--- src/rtl/field_row_reader.sv ---
// Snapshots the occupancy field and active piece, then streams the composed rows one per handshake.
// Optional FIELD_ROW_READER_COLLISION_EN adds row_collision/frame_collision outputs.
module field_row_reader #(
    parameter int unsigned MEM_WIDTH  = 4,
    parameter int unsigned MEM_HEIGHT = 4,
    parameter int unsigned WIDTH      = 8
) (
    input  logic                              clk,
    input  logic                              rst,
    input  logic [MEM_WIDTH*MEM_HEIGHT-1:0]   field_bits,
    input  logic [4*WIDTH-1:0]                piece_x,
    input  logic [4*WIDTH-1:0]                piece_y,
    input  logic                              frame_req,
    output logic                              busy,
    output logic                              row_valid,
    input  logic                              row_ready,
    output logic [MEM_WIDTH-1:0]              row_data,
    output logic [WIDTH-1:0]                  row_idx,
    output logic                              row_full,
    output logic                              frame_done,
`ifdef FIELD_ROW_READER_COLLISION_EN
    output logic                              row_collision,
    output logic                              frame_collision,
`endif
    output logic [WIDTH-1:0]                  full_count
);

    typedef enum logic [1:0] {StIdle, StLoad, StEmit, StDone} state_e;

    state_e                            state_q;
    logic [MEM_WIDTH*MEM_HEIGHT-1:0]   snap_field_q;
    logic [4*WIDTH-1:0]                snap_x_q;
    logic [4*WIDTH-1:0]                snap_y_q;
    logic [WIDTH-1:0]                  acc_q;

    logic [WIDTH-1:0]      tgt_row;
    logic [MEM_WIDTH-1:0]  field_row;
    logic [MEM_WIDTH-1:0]  piece_row;
    logic [MEM_WIDTH-1:0]  comp_row;
    logic                  comp_coll;
    logic [WIDTH-1:0]      acc_next;
    logic                  handshake;
    logic                  last_row;

    // Compose the row that will be presented next: row 0 in LOAD, row_idx+1 in EMIT.
    always_comb begin
        tgt_row   = (state_q == StLoad) ? '0 : row_idx + WIDTH'(1);
        field_row = '0;
        piece_row = '0;
        for (int r = 0; r < MEM_HEIGHT; r++) begin
            if (tgt_row == WIDTH'(r)) begin
                field_row = snap_field_q[r*MEM_WIDTH +: MEM_WIDTH];
            end
        end
        // Matching only in-range columns drops out-of-range cells without wrapping.
        for (int i = 0; i < 4; i++) begin
            for (int c = 0; c < MEM_WIDTH; c++) begin
                if (snap_x_q[i*WIDTH +: WIDTH] == WIDTH'(c) &&
                    snap_y_q[i*WIDTH +: WIDTH] == tgt_row) begin
                    piece_row[c] = 1'b1;
                end
            end
        end
        comp_row  = field_row | piece_row;
        comp_coll = |(field_row & piece_row);
        acc_next  = (row_full && (acc_q != '1)) ? acc_q + WIDTH'(1) : acc_q;
        handshake = row_valid && row_ready;
        last_row  = (row_idx == WIDTH'(MEM_HEIGHT - 1));
    end

`ifdef FIELD_ROW_READER_COLLISION_EN
    logic coll_acc_q;
`endif

    always_ff @(posedge clk) begin
        if (rst) begin
            state_q      <= StIdle;
            snap_field_q <= '0;
            snap_x_q     <= '0;
            snap_y_q     <= '0;
            acc_q        <= '0;
            busy         <= 1'b0;
            row_valid    <= 1'b0;
            row_data     <= '0;
            row_idx      <= '0;
            row_full     <= 1'b0;
            frame_done   <= 1'b0;
            full_count   <= '0;
`ifdef FIELD_ROW_READER_COLLISION_EN
            row_collision   <= 1'b0;
            frame_collision <= 1'b0;
            coll_acc_q      <= 1'b0;
`endif
        end else begin
            unique case (state_q)
                StIdle: begin
                    if (frame_req) begin
                        snap_field_q <= field_bits;
                        snap_x_q     <= piece_x;
                        snap_y_q     <= piece_y;
                        busy         <= 1'b1;
                        state_q      <= StLoad;
                    end
                end
                StLoad: begin
                    row_data  <= comp_row;
                    row_idx   <= '0;
                    row_full  <= &comp_row;
                    row_valid <= 1'b1;
                    acc_q     <= '0;
`ifdef FIELD_ROW_READER_COLLISION_EN
                    row_collision <= comp_coll;
                    coll_acc_q    <= 1'b0;
`endif
                    state_q   <= StEmit;
                end
                StEmit: begin
                    if (handshake) begin
                        acc_q <= acc_next;
`ifdef FIELD_ROW_READER_COLLISION_EN
                        coll_acc_q <= coll_acc_q | row_collision;
`endif
                        if (last_row) begin
                            row_valid  <= 1'b0;
                            frame_done <= 1'b1;
                            full_count <= acc_next;
`ifdef FIELD_ROW_READER_COLLISION_EN
                            frame_collision <= coll_acc_q | row_collision;
`endif
                            state_q    <= StDone;
                        end else begin
                            row_data <= comp_row;
                            row_idx  <= tgt_row;
                            row_full <= &comp_row;
`ifdef FIELD_ROW_READER_COLLISION_EN
                            row_collision <= comp_coll;
`endif
                        end
                    end
                end
                StDone: begin
                    frame_done <= 1'b0;
                    busy       <= 1'b0;
                    state_q    <= StIdle;
                end
                default: state_q <= StIdle;
            endcase
        end
    end

`ifndef FIELD_ROW_READER_COLLISION_EN
    logic unused_coll;
    assign unused_coll = comp_coll;
`endif

endmodule

--- config.mk ---
export PLATFORM = sky130hd
export DESIGN_NAME = field_row_reader
export DESIGN_NICKNAME = d
export VERILOG_FILES = /design/src/rtl/field_row_reader.sv
export SDC_FILE = /design/constraint.sdc
export NUM_CORES = 1
export LEC_CHECK = 0
export CORE_UTILIZATION = 45
export CTS_BUF_LIST = sky130_fd_sc_hd__clkbuf_16
export CTS_CLUSTER_DIAMETER = 60
export DETAILED_ROUTE_END_ITERATION = 7
export HOLD_SLACK_MARGIN = 0.15
export PLACE_DENSITY_LB_ADDON = 0.1
export SLEW_MARGIN = 40
export SYNTH_ARGS = -nofsm -noshare
export SYNTH_HDL_FRONTEND = slang
export SYNTH_SLANG_ARGS = --single-unit
--- constraint.sdc ---
create_clock -name clk -period 7.9 [get_ports clk]
set_input_delay 1.58 -clock clk [delete_from_list [all_inputs] [get_ports clk]]
set_output_delay 1.58 -clock clk [all_outputs]
set_load 0.03 [all_outputs]
==> metrics.txt, run 1 <==
outcome finished, final reports clean; filler cell count in the final layout 1150; worst reg2reg setup slack 4440 ps; maximum number of buffers from clock root to sink 2; Setup Fix Bufs, Post-CTS 0; share of synthesized area occupied by flip-flops and latches 0.406; TritonCTS clock tree done; Port Buffers 107; period utilization 0.438; Core Rows 40; drt first-iter violations 392; detailed route wirelength on metal2 6910 um; setup repair after global routing missed its margin false; residual antenna-violating net count after detailed routing 0; worst reg-to-reg path cell count 9; VDD IR-drop max 153 uV; most instantiated flip-flop cell in the synthesis netlist sky130_fd_sc_hd__dfxtp_1; mean number of vias per cell 5.42; pwr/cell area 286 nW/um2; CP Data Arrival Time 3780 ps; clock period minus final worst setup slack 3460 ps; hold path startpoint snap_field_q[5]; number of nets in the finished design 901; global-route wire length before repair 24300 um; H-tree depth 4; Tightest Pin Transition 768 ps; total of hold buffers inserted after clock tree synthesis 0; Stages on worst setup path 9; clock buffers created by TritonCTS 17; largest net degree at the start of global routing 116; via count of the first global-routing pass 5076; area of the placeable core 12100 um2; cell family with most CP delay compound AO/OA/AOI/OAI gates; worst reg2reg endpoint row_data[0]; launch point of the worst path row_idx[0]; area of the die 12900 um2; Mapped Area 5620 um2; vertical die dimension 114 um; Avg WL per Cell 14.8 um; number of hold violations in the final report 0; Critical R2R Launch row_idx[0]; Slowest cell on crit path sky130_fd_sc_hd__dfxtp_1; clock slew at reported path FFs 50 ps; length of routed met3 wiring 748 um; critical path data required time 8220 ps; setup TNS 0 ps; number of distinct library cells after synthesis 64; mean instance size in the synthesized netlist 7.71 um2; net count after synthesis 819; CTS resizes 0; I/O pins 108; total number of vias 5376; Worst Hold Margin 453 ps; CP Class flop to flop; kind of launch point of the worst setup path flop; layout cell share with drive strength beyond 1 0.0680; kind of end point of the critical path flop; number of maximum-capacitance violations 0; biggest cell delay along the critical path 680 ps; Clock Latency Late Sink 410 ps; number of antenna repair diodes 0; leading cell types in the layout, fill and taps excluded 183 x sky130_fd_sc_hd__nand2_1, 114 x sky130_fd_sc_hd__dfxtp_1, 106 x sky130_fd_sc_hd__clkdlybuf4s50_1; number of pins with negative max-slew slack in the final report 0; number of sinks handled by clock tree synthesis 114; Static Leakage 0.00263 uW; gr usage total 0.240; post-synthesis register bit count 114; Setup Viol. Count Final 0; total length of routed wires 14700 um; gate count of the mapped netlist 729; achievable frequency 289 MHz; top layer used by detailed routing met4; number of search-and-repair iterations in the first detailed-routing pass 6; gr ovfl total 0; number of flops mapped to enable cells by yosys 0; Met1 Wirelength 6930 um; initial standard-cell utilization of the core 0.464; series of cell instances along the critical path ha_1, nand3_2, or3_4, a2111oi_4, a31oi_1, a2111oi_2, a22o_1, nor2_1, a211oi_2; routability congestion estimate from global placement 0.820; number of warnings issued by yosys 0; worst-case headroom to the max-slew limit 0.485; number of remaining DRC errors 0; Worst Hold Class flop to flop; skew final 6.74 ps; worst setup path endpoint row_data[0]; layout overhead on the synthesized area 31.1%; die boundary width 114 um; most frequent standard cell in the layout excluding fill and tap cells sky130_fd_sc_hd__nand2_1; Root Buffer Master sky130_fd_sc_hd__clkbuf_16; detailed placer's ending HPWL 10300 um; share of async-settable or async-resettable flops after synthesis 0; count of buffering cells on the critical path with inverters included 0; number of antenna violations at the first check in global routing 0; Crit Path Max Fanout 19
==> worst min path at each step <==
stage | cells past startpoint | slack, ps | to
after floorplan | 2 | 430 | snap_field_q[4]
after global placement | 2 | 440 | snap_x_q[28]
after detailed placement | 2 | 440 | snap_field_q[5]
after CTS | 2 | 450 | snap_field_q[5]
after global routing | 2 | 470 | snap_field_q[5]
final | 2 | 450 | snap_field_q[5]
==> metal layers <==
metal / vias up / global-route usage
met5: - / 0
met2: 139 / 0.394
met3: 8 / 0.0558
li1: 2712 / -
met4: 0 / 0.0623
met1: 2517 / 0.317
==> registers in the layout (all words and copies together), names as in the netlist <==
name,count
snap_x_q,32
acc_q,8
row_valid,1
snap_y_q,32
snap_field_q,16
busy,1
frame_done,1
state_q,2
row_idx,8
row_full,1
row_data,4
full_count,8
==> tightest hold or removal path, stage by stage (launching register included) <==
cell	delay (ps)
sky130_fd_sc_hd__dfxtp_1	300
sky130_fd_sc_hd__nand2_1	50
sky130_fd_sc_hd__a21oi_1	50
==> cell families (layout without fill, tap and decap cells) <==
| logic type | count (synthesis) | after routing | share of synthesized area |
|---|---|---|---|
| and+or+nand+nor | 321 | 321 | 0.256 |
| AOI/OAI and AO/OA | 196 | 196 | 0.222 |
| buffers and inverters | 61 | 156 | 0.0419 |
| muxes | 5 | 5 | 0.00979 |
| DFF | 114 | 114 | 0.406 |
| adders and majority gates | 6 | 6 | 0.0134 |
| xor gates and xnor gates | 26 | 26 | 0.0503 |
==> stage by stage <==
stage / power, uW / instances / instance area (um2) / utilization / setup WS, ps
2_1_floorplan: 1180 / 729 / 5620 / - / 4970
3_3_place_gp: 1350 / 959 / 6740 / 0.556 / 4030
3_5_place_dp: 1370 / 959 / 6750 / 0.558 / 4130
4_1_cts: 2120 / 991 / 7330 / 0.605 / 4420
5_1_grt: 2230 / 992 / 7370 / 0.608 / 4240
6_report: 2110 / 992 / 7370 / 0.608 / 4440
==> Yosys cell counts (all sizes together), types with 3 or more instances <==
cell type  number  area, um2
nand2b          4       25.0
nor2           54        205
o21a            4       30.0
nand4           5       31.3
o32ai           3       26.3
and4b           7       70.1
xor2            8       70.1
o2111ai         3       26.3
or3             9       71.3
a31oi          12       75.1
o21ai          23        115
a2111oi         6       96.4
xnor2          14        123
a211oi         17        138
nor3           13       65.1
dfxtp         114       2280
nand2         184        691
nand3          18        100
a21oi         102        510
nor2b           6       37.5
mux2i           4       43.8
inv            13       48.8
ha              6       75.1
and2            3       18.8
a32oi           4       35.0
clkbuf         39        148
and3            7       48.8
nor4            5       31.3
buf             9       38.8
xnor3           4       90.1
==> layout make-up <==
| type | count | area [um2] | share of cell area |
|---|---|---|---|
| clock inverter | 15 | 151 | 0.0206 |
| tap | 168 | 210 | 0.0285 |
| clock buffer | 17 | 425 | 0.0578 |
| timing repair buffer | 111 | 1120 | 0.152 |
| inverter | 13 | 48.8 | 0.00662 |
| multi-input combinational | 554 | 3130 | 0.425 |
| sequential | 114 | 2280 | 0.310 |
==> power breakdown <==
part	internal (uW)	leakage, uW	switching (uW)	total, uW
Combinational	246	0.00141	375	621
Clock	486	0.000289	255	741
Sequential	671	0.000931	76.2	747
Note: power is estimated with default switching activity, not from simulation.
==> run 2: changes to the inputs <==
==> constraint.sdc (replaced) <==
create_clock -name clk -period 3.5 [get_ports clk]
set_input_delay 0.7 -clock clk [delete_from_list [all_inputs] [get_ports clk]]
set_output_delay 0.7 -clock clk [all_outputs]
set_load 0.03 [all_outputs]
==> run 2 against run 1 <==
  * Cell count increased by 0.91%
  * Critical path type unchanged
  * Worst setup slack got worse by 4100 ps
  * Global-route usage increased by 1.5 points
  * Critical path depth unchanged
  * Clock power increased by 110%
  * Highest routed layer unchanged
==> metrics.txt, run 2 (synthesized netlist as in run 1, its figures left out) <==
outcome finished, final reports clean; Core Rows 40; CTS resizes 0; post-placement cell count 969; Static Leakage 0.00263 uW; TritonCTS clock tree done; number of remaining DRC errors 0; drt first-iter violations 367; clock buffers created by TritonCTS 17; clock period minus final worst setup slack 3140 ps; number of sinks handled by clock tree synthesis 114; number of standard cells in the final layout excluding fillers 1001; skew final 7.14 ps; critical path data required time 3830 ps; Reg power frac 0.365; mean number of vias per cell 5.36; P_sw 1620 uW; H-tree depth 4; die boundary width 114 um; area of the placeable core 12100 um2; I/O pins 108; series of cell instances along the critical path ha_1, nand3_2, or3_4, a2111oi_4, a31oi_1, a211oi_1, a32oi_1, o211a_1, a211oi_2; total of hold buffers inserted after clock tree synthesis 0; Worst Hold Margin 450 ps; global-route wire length before repair 25400 um; Avg WL per Cell 15.4 um; Comb pwr share 0.306; Critical R2R Launch row_idx[1]; biggest cell delay along the critical path 440 ps; kind of launch point of the worst setup path flop; Tightest Pin Transition 747 ps; most frequent standard cell in the layout excluding fill and tap cells sky130_fd_sc_hd__nand2_1; layout overhead on the synthesized area 30.9%; worst reg2reg setup slack 360 ps; number of antenna violations at the first check in global routing 0; setup repair after global routing missed its margin false; worst setup path endpoint row_data[1]; layout cell share with drive strength beyond 1 0.0732; Setup Viol. Count Final 0; number of antenna repair diodes 0; Setup Fix Bufs, Post-CTS 0; initial standard-cell utilization of the core 0.464; Clock Latency Late Sink 410 ps; registers with the most flip-flops snap_x_q: 32 flops, snap_y_q: 32 flops, snap_field_q: 16 flops; Slowest cell on crit path sky130_fd_sc_hd__or3_4; residual antenna-violating net count after detailed routing 0; area of the die 12900 um2; routability congestion estimate from global placement 0.892; largest net degree at the start of global routing 81; number of nets in the finished design 910; total placed instance area 6830 um2; summed area of non-filler cells in the final layout 7360 um2; kind of end point of the critical path flop; depth of the worst hold-timing path 2; number of search-and-repair iterations in the first detailed-routing pass 5; via count of the first global-routing pass 5087; worst-case headroom to the max-slew limit 0.502; achievable frequency 319 MHz; detailed placer's ending HPWL 11300 um; portion of total power attributed to the clock network 0.329; setup TNS 0 ps; Root Buffer Master sky130_fd_sc_hd__clkbuf_16; CP Class flop to flop; Port Buffers 107; total length of routed wires 15400 um; total number of vias 5366; maximum number of buffers from clock root to sink 2; CP Data Arrival Time 3470 ps; number of maximum-capacitance violations 0; vertical die dimension 114 um; number of hold violations in the final report 0; Crit Path Max Fanout 8; clock slew at reported path FFs 50 ps; sw frac 0.349; worst reg-to-reg path cell count 9; Int Power 3020 uW; pwr/cell area 631 nW/um2; number of pins with negative max-slew slack in the final report 0; period utilization 0.897; Worst Hold Class flop to flop; launch point of the worst path row_idx[1]; gr usage total 0.255; leading cell types in the layout, fill and taps excluded 183 x sky130_fd_sc_hd__nand2_1, 114 x sky130_fd_sc_hd__dfxtp_1, 106 x sky130_fd_sc_hd__clkdlybuf4s50_1; worst reg2reg endpoint row_data[1]; VDD IR-drop max 425 uV; gr ovfl total 0
run 2: cell type report:
type	instances	area (um2)
Fill cell	1137	4760
Multi-Input combinational cell	554	3110
Sequential cell	114	2280
Timing Repair Buffer	120	1180
Clock buffer	17	425
Tap cell	168	210
Clock inverter	15	104
Inverter	13	48.8
run 2: per-stage QoR:
| step | power, uW | utilization | setup WS (ps) |
|---|---|---|---|
| 6_report | 4640 | 0.607 | 361 |
| 5_1_grt | 4930 | 0.607 | 188 |
| 4_1_cts | 4690 | 0.607 | 372 |
| 3_5_place_dp | 3150 | 0.564 | 406 |
| 3_3_place_gp | 3110 | 0.564 | 486 |
| 2_1_floorplan | 2660 | - | 566 |
run 2: layer usage:
layer | global-route usage | wire [um] | vias to the layer above
met5 | 0 | 0 | -
met4 | 0.0939 | 161 | 0
met3 | 0.0595 | 801 | 16
met2 | 0.402 | 7140 | 125
met1 | 0.339 | 7340 | 2495
li1 | - | - | 2730
run 2: worst min path at each step:
stage	start	endpoint	slack [ps]
floorplan	snap_field_q[4]	snap_field_q[4]	430
global placement	snap_x_q[23]	snap_x_q[23]	440
detailed placement	snap_x_q[14]	snap_x_q[14]	450
CTS	snap_x_q[14]	snap_x_q[14]	450
global route	snap_x_q[29]	snap_x_q[29]	470
finish	snap_field_q[4]	snap_field_q[4]	450
run 2: worst max-delay path: cells and delay by family, from the launching register on:
family	cells	cell delay, ps
AO/OA/AOI/OAI	6	1600
adder cells (fa/ha/maj)	1	380
flip-flops	1	430
AND/OR/NAND/NOR	2	630
run 2: power by group through the flow:
stage                     Sequential (uW)  Clock [uW]  Combinational [uW]
after global routing                 1720        1610                1600
after floorplan                      1700           0                 958
after CTS                            1690        1560                1440
final                                1700        1520                1420
after detailed placement             1720           0                1430
after global placement               1710           0                1400
